### src/rtl/multi_cycle_seq_pkg.sv
// Shared CPU definitions: multi-cycle sequencer state codes and helpers.
package multi_cycle_seq_pkg;

  localparam int STATE_W = 3;

  typedef enum logic [STATE_W-1:0] {
    S_IF  = 3'd0,
    S_ID  = 3'd1,
    S_EX  = 3'd2,
    S_MEM = 3'd3,
    S_WB  = 3'd4
  } cpuState_e;

  // States whose exit back to IF completes an instruction.
  function automatic logic isRetireSrc(input logic [STATE_W-1:0] s);
    return (s == S_EX) || (s == S_MEM) || (s == S_WB);
  endfunction

endpackage

### src/rtl/retire_counter.sv
// Free-running completed-instruction counter; wraps silently, one-cycle update.
module retire_counter #(
  parameter int W = 32
) (
  input  logic         clk,
  input  logic         rst_n,
  input  logic         enable,
  output logic [W-1:0] count
);

  always_ff @(posedge clk or negedge rst_n) begin
    if (!rst_n) begin
      count <= '0;
    end else if (enable) begin
      count <= count + W'(1);
    end
  end

endmodule

### src/rtl/multi_cycle_seq.sv
// Multi-cycle CPU sequencer IF/ID/EX/MEM/WB; 3-5 cycles per instruction at zero wait.
// IF stalls on imem_ready, MEM stalls on dmem_ready; strobes drop as soon as rst_n falls.
module multi_cycle_seq
  import multi_cycle_seq_pkg::*;
#(
  parameter int CNT_W = 32
) (
  input  logic             clk,
  input  logic             rst_n,
  input  logic             imem_ready,
  input  logic             dmem_ready,
  input  logic             dec_load,
  input  logic             dec_store,
  input  logic             dec_regwe,
  input  logic             dec_jump,
  input  logic             br_taken,
  output logic             imem_re,
  output logic             ir_we,
  output logic             pc_we,
  output logic             pc_src,
  output logic             dmem_re,
  output logic             dmem_we,
  output logic             reg_we,
  output logic [2:0]       state,
  output logic [CNT_W-1:0] retired
);

  logic [STATE_W-1:0] stateQ;
  logic [STATE_W-1:0] stateD;

  logic latLoad;
  logic latStore;
  logic latRegWe;
  logic latJump;
  logic storeEff;
  logic taken;

  logic imemReC;
  logic irWeC;
  logic pcWeC;
  logic pcSrcC;
  logic dmemReC;
  logic dmemWeC;
  logic regWeC;
  logic retireEn;

  always_ff @(posedge clk or negedge rst_n) begin
    if (!rst_n) begin
      stateQ <= S_IF;
    end else begin
      stateQ <= stateD;
    end
  end

  always_ff @(posedge clk or negedge rst_n) begin
    if (!rst_n) begin
      latLoad  <= 1'b0;
      latStore <= 1'b0;
      latRegWe <= 1'b0;
      latJump  <= 1'b0;
    end else if (stateQ == S_ID) begin
      latLoad  <= dec_load;
      latStore <= dec_store;
      latRegWe <= dec_regwe;
      latJump  <= dec_jump;
    end
  end

  // A decode flagging both load and store is executed as a load.
  assign storeEff = latStore & ~latLoad;
  assign taken    = latJump | br_taken;

  always_comb begin
    stateD  = S_IF;
    imemReC = 1'b0;
    irWeC   = 1'b0;
    pcWeC   = 1'b0;
    pcSrcC  = 1'b0;
    dmemReC = 1'b0;
    dmemWeC = 1'b0;
    regWeC  = 1'b0;
    case (stateQ)
      S_IF: begin
        imemReC = 1'b1;
        if (imem_ready) begin
          irWeC  = 1'b1;
          pcWeC  = 1'b1;
          stateD = S_ID;
        end else begin
          stateD = S_IF;
        end
      end
      S_ID: begin
        stateD = S_EX;
      end
      S_EX: begin
        pcWeC  = taken;
        pcSrcC = taken;
        if (latLoad || latStore) begin
          stateD = S_MEM;
        end else if (latRegWe) begin
          stateD = S_WB;
        end else begin
          stateD = S_IF;
        end
      end
      S_MEM: begin
        dmemReC = latLoad;
        dmemWeC = storeEff;
        if (!dmem_ready) begin
          stateD = S_MEM;
        end else if (latLoad) begin
          stateD = S_WB;
        end else begin
          stateD = S_IF;
        end
      end
      S_WB: begin
        regWeC = 1'b1;
        stateD = S_IF;
      end
      default: begin
        stateD = S_IF;
      end
    endcase
  end

  // Gating by rst_n keeps every strobe low for the whole reset window.
  assign imem_re = imemReC & rst_n;
  assign ir_we   = irWeC & rst_n;
  assign pc_we   = pcWeC & rst_n;
  assign pc_src  = pcSrcC & rst_n;
  assign dmem_re = dmemReC & rst_n;
  assign dmem_we = dmemWeC & rst_n;
  assign reg_we  = regWeC & rst_n;
  assign state   = stateQ;

  assign retireEn = isRetireSrc(stateQ) && (stateD == S_IF);

  retire_counter #(
    .W(CNT_W)
  ) uRetire (
    .enable(retireEn),
    .clk   (clk),
    .rst_n (rst_n),
    .count (retired)
  );

endmodule

### config.mk
export PLATFORM = sky130hd
export DESIGN_NAME = multi_cycle_seq
export DESIGN_NICKNAME = d
export VERILOG_FILES = /design/src/rtl/multi_cycle_seq_pkg.sv /design/src/rtl/retire_counter.sv /design/src/rtl/multi_cycle_seq.sv
export SDC_FILE = /design/constraint.sdc
export NUM_CORES = 1
export LEC_CHECK = 0
export BUFFER_PORTS_ARGS = -buffer_cell sky130_fd_sc_hd__buf_2
export CAP_MARGIN = 20
export CORE_MARGIN = 8
export CORE_UTILIZATION = 47
export CTS_CLUSTER_DIAMETER = 60
export DETAILED_ROUTE_END_ITERATION = 8
export MAX_ROUTING_LAYER = met4
export PLACE_DENSITY = 0.82
export SYNTH_ARGS = -nofsm -noshare
export SYNTH_HDL_FRONTEND = slang
export SYNTH_SLANG_ARGS = --single-unit
### constraint.sdc
create_clock -name clk -period 1.95 [get_ports clk]
set_input_delay 0.195 -clock clk [delete_from_list [all_inputs] [get_ports clk]]
set_output_delay 0.195 -clock clk [all_outputs]
set_load 0.1 [all_outputs]
Yosys cells after proc, flatten, opt, wreduce, memory -nomap -nowiden
Index checks and enable logic that the tools add are counted.
Cells by class
  $add $sub $neg: 1
  equality and inequality tests: 4
  multiplexer cells: 14
  bitwise operators: 10
  reduce and logical (&&, ||, !) cells: 6
Operators with widths (number)
  $add 32x1->32 const B: 1
  $mux 3: 4
  $pmux 3 s4: 1
  $and 1x1->1: 8
  $mux 1: 8
  $eq 3x2->1 const B: 2
  $logic_not 3->1: 2
  $eq 3x1->1 const B: 1
  $eq 3x3->1 const B: 1
  $logic_or 1x1->1: 3
  $pmux 1 s2: 1
  $logic_and 1x1->1: 1
  $not 1->1: 1
  $or 1x1->1: 1
Storage, ports and cells
  register bits: 39
  bits of input ports: 9
  output and inout bits: 42
  word-level logic and storage cells: 41

Longest topological paths before layout
  word-level depth: 5
  gate-level depth with buffers: 8
  depth with buffers taken out: 6

Cells and area by module
From an unflattened synthesis, not the netlist that was laid out.
Unflattened totals
  cell total of the unflattened synthesis: 160
  area total of the unflattened synthesis: 1836.8 um^2
Modules (own cells, without submodules)
  retire_counter: times used 1, cells each 123, area each 1448.9 um^2, sequential area each 800.8 um^2
  multi_cycle_seq: times used 1, cells each 37, area each 387.9 um^2, sequential area each 175.2 um^2

Worst setup path before layout
No wires, ideal clock.
  path kind: reg-to-output
  start point: register stateQ[1], in the netlist state[1]
  end point: output pc_we
  data arrival time: 4966 ps
  data required time: 1755 ps
  setup slack: -3211 ps
  cell stages (with the launch flop): 5
  buffers on the path: 1
  cell sequence: dfrtp_1 > buf_2 > nand2_1 > nor4_1 > or2_2
Between the ends
  cells in the longest elaborated chain, start to end: 3
  elaborated cells on any way between the ends: 4
  classes of those cells: 1 x eq/ne; 1 x mux; 1 x bitwise; 1 x reduce/logical
RTL lines
  start: declaration: RTL line multi_cycle_seq.sv:28  | logic [STATE_W-1:0] stateQ;
  start signal: assignment: RTL line multi_cycle_seq.sv:51  | stateQ <= stateD;
  $eq 3x2->1 or $logic_not 3->1 (tied branches): RTL line multi_cycle_seq.sv:82  | case (stateQ)
  $pmux 1 s2 *: RTL line multi_cycle_seq.sv:82
  $and 1x1->1 *: RTL line multi_cycle_seq.sv:131  | assign pc_we = pcWeC & rst_n;
  end: declaration: RTL line multi_cycle_seq.sv:19  | output logic pc_we,
Every way passes the cells marked *; elsewhere a longest branch is shown, timed or not.

Worst setup path in the final report
  start point: register stateQ[2], in the netlist state[2]
  end point: register uRetire.count[29]
Between the ends
  cells in the longest elaborated chain, start to end: 4
  elaborated cells on any way between the ends: 10
  classes of those cells: 4 x eq/ne; 1 x mux; 5 x reduce/logical
RTL lines
  $eq 3x2->1, or another cell as far along: RTL line multi_cycle_seq.sv:82
  $pmux 3 s4 *: RTL line multi_cycle_seq.sv:82
  named net stateD[2]: RTL line multi_cycle_seq.sv:29  | logic [STATE_W-1:0] stateD;
  $logic_not 3->1 *: RTL line multi_cycle_seq.sv:138  | assign retireEn = isRetireSrc(stateQ) && (stateD == S_IF);
  $logic_and 1x1->1 *: RTL line multi_cycle_seq.sv:138
  end signal: assignment: RTL line retire_counter.sv:15  | count <= count + W'(1);
  end: declaration: RTL line retire_counter.sv:8  | output logic [W-1:0] count
The timed path passes the listed nets; every way through them passes the cells marked *.
A chain may end at the register's enable or synchronous reset.

==> impl_metrics.py <==
metrics = {
    "run_status": {
        "status": "completed",
    },
    "synth": {
        "ys_types": 36,
        "avgSynthCellArea_sq_um": 10.9,
        "synthArstFlopShare_pct": 100,
        "yosys_warnings": 0,
        "synthTopCellsByCount": "dfrtp_1, xnor2_1, nand2_1",
        "netlist_area_sq_mm": 0.00194,
        "seq_area_frac_synth_pct": 50.2,
        "synth.area.top_cells": "dfrtp_1, xnor2_1, xor2_1, nand2_1, mux2_2",
        "synth_top_cell_area_share_pct": 50.2,
        "yosysTopAreaCell": "dfrtp_1",
        "synth_edf_count": 0,
        "ys.flop_type": "dfrtp_1",
        "syn-num-nets": 189,
        "netlist_instances": 179,
        "synth-seq-cells": 39,
        "yosysMostFrequentCell": "dfrtp_1",
    },
    "setup_path": {
        "reg2reg_slack_ps": 30,
        "max_stage_delay_ps": 520,
        "cp_cell_sequence": "or4_1, o22a_2, inv_2, or3_1, buf_12, nor3_2, xor2_1",
        "crit_slowest_cell": "dfrtp_4",
        "crit_family": "simple AND/OR/NAND/NOR gates",
        "reg2reg_to": "uRetire.count[29]",
        "startpoint_type": "flip-flop",
        "crit_fanout": 8,
        "critPathCaptureType": "flip-flop",
        "cp.arrival_ps": 2090,
        "timing.rr.start": "state[2]",
        "worstSetupPathType": "flip-flop to flip-flop",
        "worstPathRequired_ps": 2120,
        "cp_num_buf_inv": 2,
        "reg2reg_depth": 7,
    },
    "floorplanning": {
        "initial_core_util_pct": 48.6,
        "io_pins": 51,
        "std_cell_rows": 23,
        "die_h_um": 80.3,
        "die_area_sq_mm": 0.00645,
        "core-area_sq_mm": 0.00400,
        "dieWidth_um": 80.3,
    },
    "routing": {
        "vias_per_cell": 5.33,
        "drc_errors": 0,
        "dr.pass1.iters": 4,
        "ant_nets": 0,
        "wl_mm": 4.81,
        "via_count": 1578,
        "dr.first_iter.drc_count": 105,
        "post_drt_wl_per_cell_um": 16.2,
    },
    "cells_and_area": {
        "nFillCells": 288,
        "syn_to_final_growth_pct": 44.6,
        "drive_gt1_share_pct": 57.7,
        "final_cells": 296,
        "antenna_cells": 0,
        "nets": 255,
        "final_cell_area_sq_mm": 0.00281,
    },
    "sta": {
        "rsz0062_at_grt": "yes",
        "max_freq_mhz": 521,
        "worst_pin_slew_ps": 506,
        "fin_hold_ws_ps": 39.4,
        "slew_violations": 0,
        "relSlewSlack_pct": 66.5,
        "skew_ps": 6.13,
        "fin_crit_sh_pct": 98.4,
        "layout_setup_ws_ps": 30.7,
        "hold_viol": 0,
        "fin_crit_ps": 1920,
        "setup_viol": 0,
    },
    "grt": {
        "first_global_vias": 1714,
        "gr-usage-all-layers_pct": 16.0,
        "globalRouteOverflowTotal": 0,
        "grt_pass1_wl_mm": 7.98,
        "grt_antenna_before_repair": 0,
        "grt_max_degree": 34,
    },
    "placement": {
        "dp.final_hpwl_mm": 3.66,
        "dp.cells": 286,
        "placed_cell_area_sq_mm": 0.00265,
        "io_buffers": 50,
        "place_congestion": 0.797,
        "preCtsSetupSlack_ps": 7.76,
    },
    "cts": {
        "clk_pin_slew_ps": 80,
        "clock_sinks": 39,
        "clock-root-buffer": "clkbuf_8",
        "cts_buffers": 5,
        "clock_latency_ps": 290,
        "cts_tree": "built",
        "cts_buffer_depth": 2,
        "cts_max_level": 2,
    },
    "power": {
        "ir_drop_uv": 943,
        "power_density_mw_per_mm2": 1360,
        "p_leak_uw": 0.00131,
    },
    "min_path": {
        "hold_class": "primary input to asynchronous set/reset pin",
    },
    "flow_run": {
        "cap_violations": 0,
    },
}
==> where the power goes <==
| part | switching (uW) | leakage [uW] | total (uW) | internal, uW |
|---|---|---|---|---|
| registers | 136 | 0.000476 | 1090 | 954 |
| logic | 1420 | 0.000770 | 2040 | 614 |
| clock network | 273 | 0.0000612 | 687 | 414 |
==> worst max-delay path by stage <==
stage / from / endpoint / depth (start not counted) / slack (ps)
after floorplan: state[1] / pc_we / 4 / -690
after global placement: state[2] / uRetire.count[17] / 6 / 70
after detailed placement: state[2] / uRetire.count[17] / 6 / 8
after CTS: state[2] / uRetire.count[29] / 7 / 20
after global routing: state[0] / uRetire.count[26] / 6 / -60
final: state[2] / uRetire.count[29] / 7 / 30
==> repair_timing <==
item                                    CTS  global route
hold endpoints to repair                  6             0
resized for setup                         0             5
hold buffers                              1             0
buffers inserted                          0             1
endpoints found under the setup margin    1            18
pin swaps                                 1             0
==> cells by family after synthesis <==
| logic type | count (synthesis) | share of synthesized area, % |
|---|---|---|
| AO/OA/AOI/OAI | 6 | 2.45 |
| XOR/XNOR | 31 | 14.4 |
| adder cells (fa/ha/maj) | 1 | 0.644 |
| buffers and inverters | 11 | 3.41 |
| flip-flops | 39 | 50.2 |
| multiplexers | 5 | 2.90 |
| AND/OR/NAND/NOR | 86 | 26.0 |
==> cells in the final DEF (no fill, tap or decap), types with 7 or more instances in the layout <==
| cell | n |
|---|---|
| and2_1 | 7 |
| buf_12 | 8 |
| buf_2 | 43 |
| buf_4 | 12 |
| dfrtp_1 | 18 |
| dfrtp_2 | 18 |
| nand2_1 | 9 |
| nand4_1 | 9 |
| nor3_2 | 10 |
| xnor2_1 | 20 |
| xor2_1 | 10 |
==> sequential cells by signal, summed over array words and instances (netlist names) <==
signal / count
latStore: 1
uRetire.count: 32
latLoad: 1
state: 3
latJump: 1
latRegWe: 1
==> metal layers <==
| metal | part of all wire, % | GRT usage (%) | wire length (um) | vias to the layer above |
|---|---|---|---|---|
| li1 | - | - | - | 749 |
| met1 | 43 | 18.6 | 2060 | 781 |
| met2 | 51 | 26.4 | 2430 | 40 |
| met3 | 4.9 | 3.24 | 235 | 8 |
| met4 | 1.7 | 6.36 | 81 | 0 |
| met5 | 0 | - | 0 | - |
==> final cells by class <==
class / count / area [sq um] / share of cell area [%]
repair buffers: 65 / 487 / 17.3
well taps: 50 / 62.6 / 2.23
flip-flops and latches: 39 / 1010 / 35.9
clock buffers: 6 / 82.6 / 2.94
clock inverters: 2 / 35.0 / 1.25
multi-input cells: 129 / 1110 / 39.6
inverters: 5 / 18.8 / 0.668
==> worst register-to-register path: stages (launching register included) <==
cell and delay (ps):
dfrtp_4 520, or4_1 480, o22a_2 240, inv_2 80, or3_1 150, buf_12 140, nor3_2 40, xor2_1 150
==> metrics by stage <==
step                      utilization, %  total power, uW  setup TNS [ps]
after floorplan                        -             2610           -6450
after global placement              66.2             3040               0
after detailed placement            66.2             3080               0
after CTS                           69.3             3790               0
after global routing                70.2             3980            -390
final                               70.2             3810               0
Note: power is estimated with default switching activity, not from simulation.
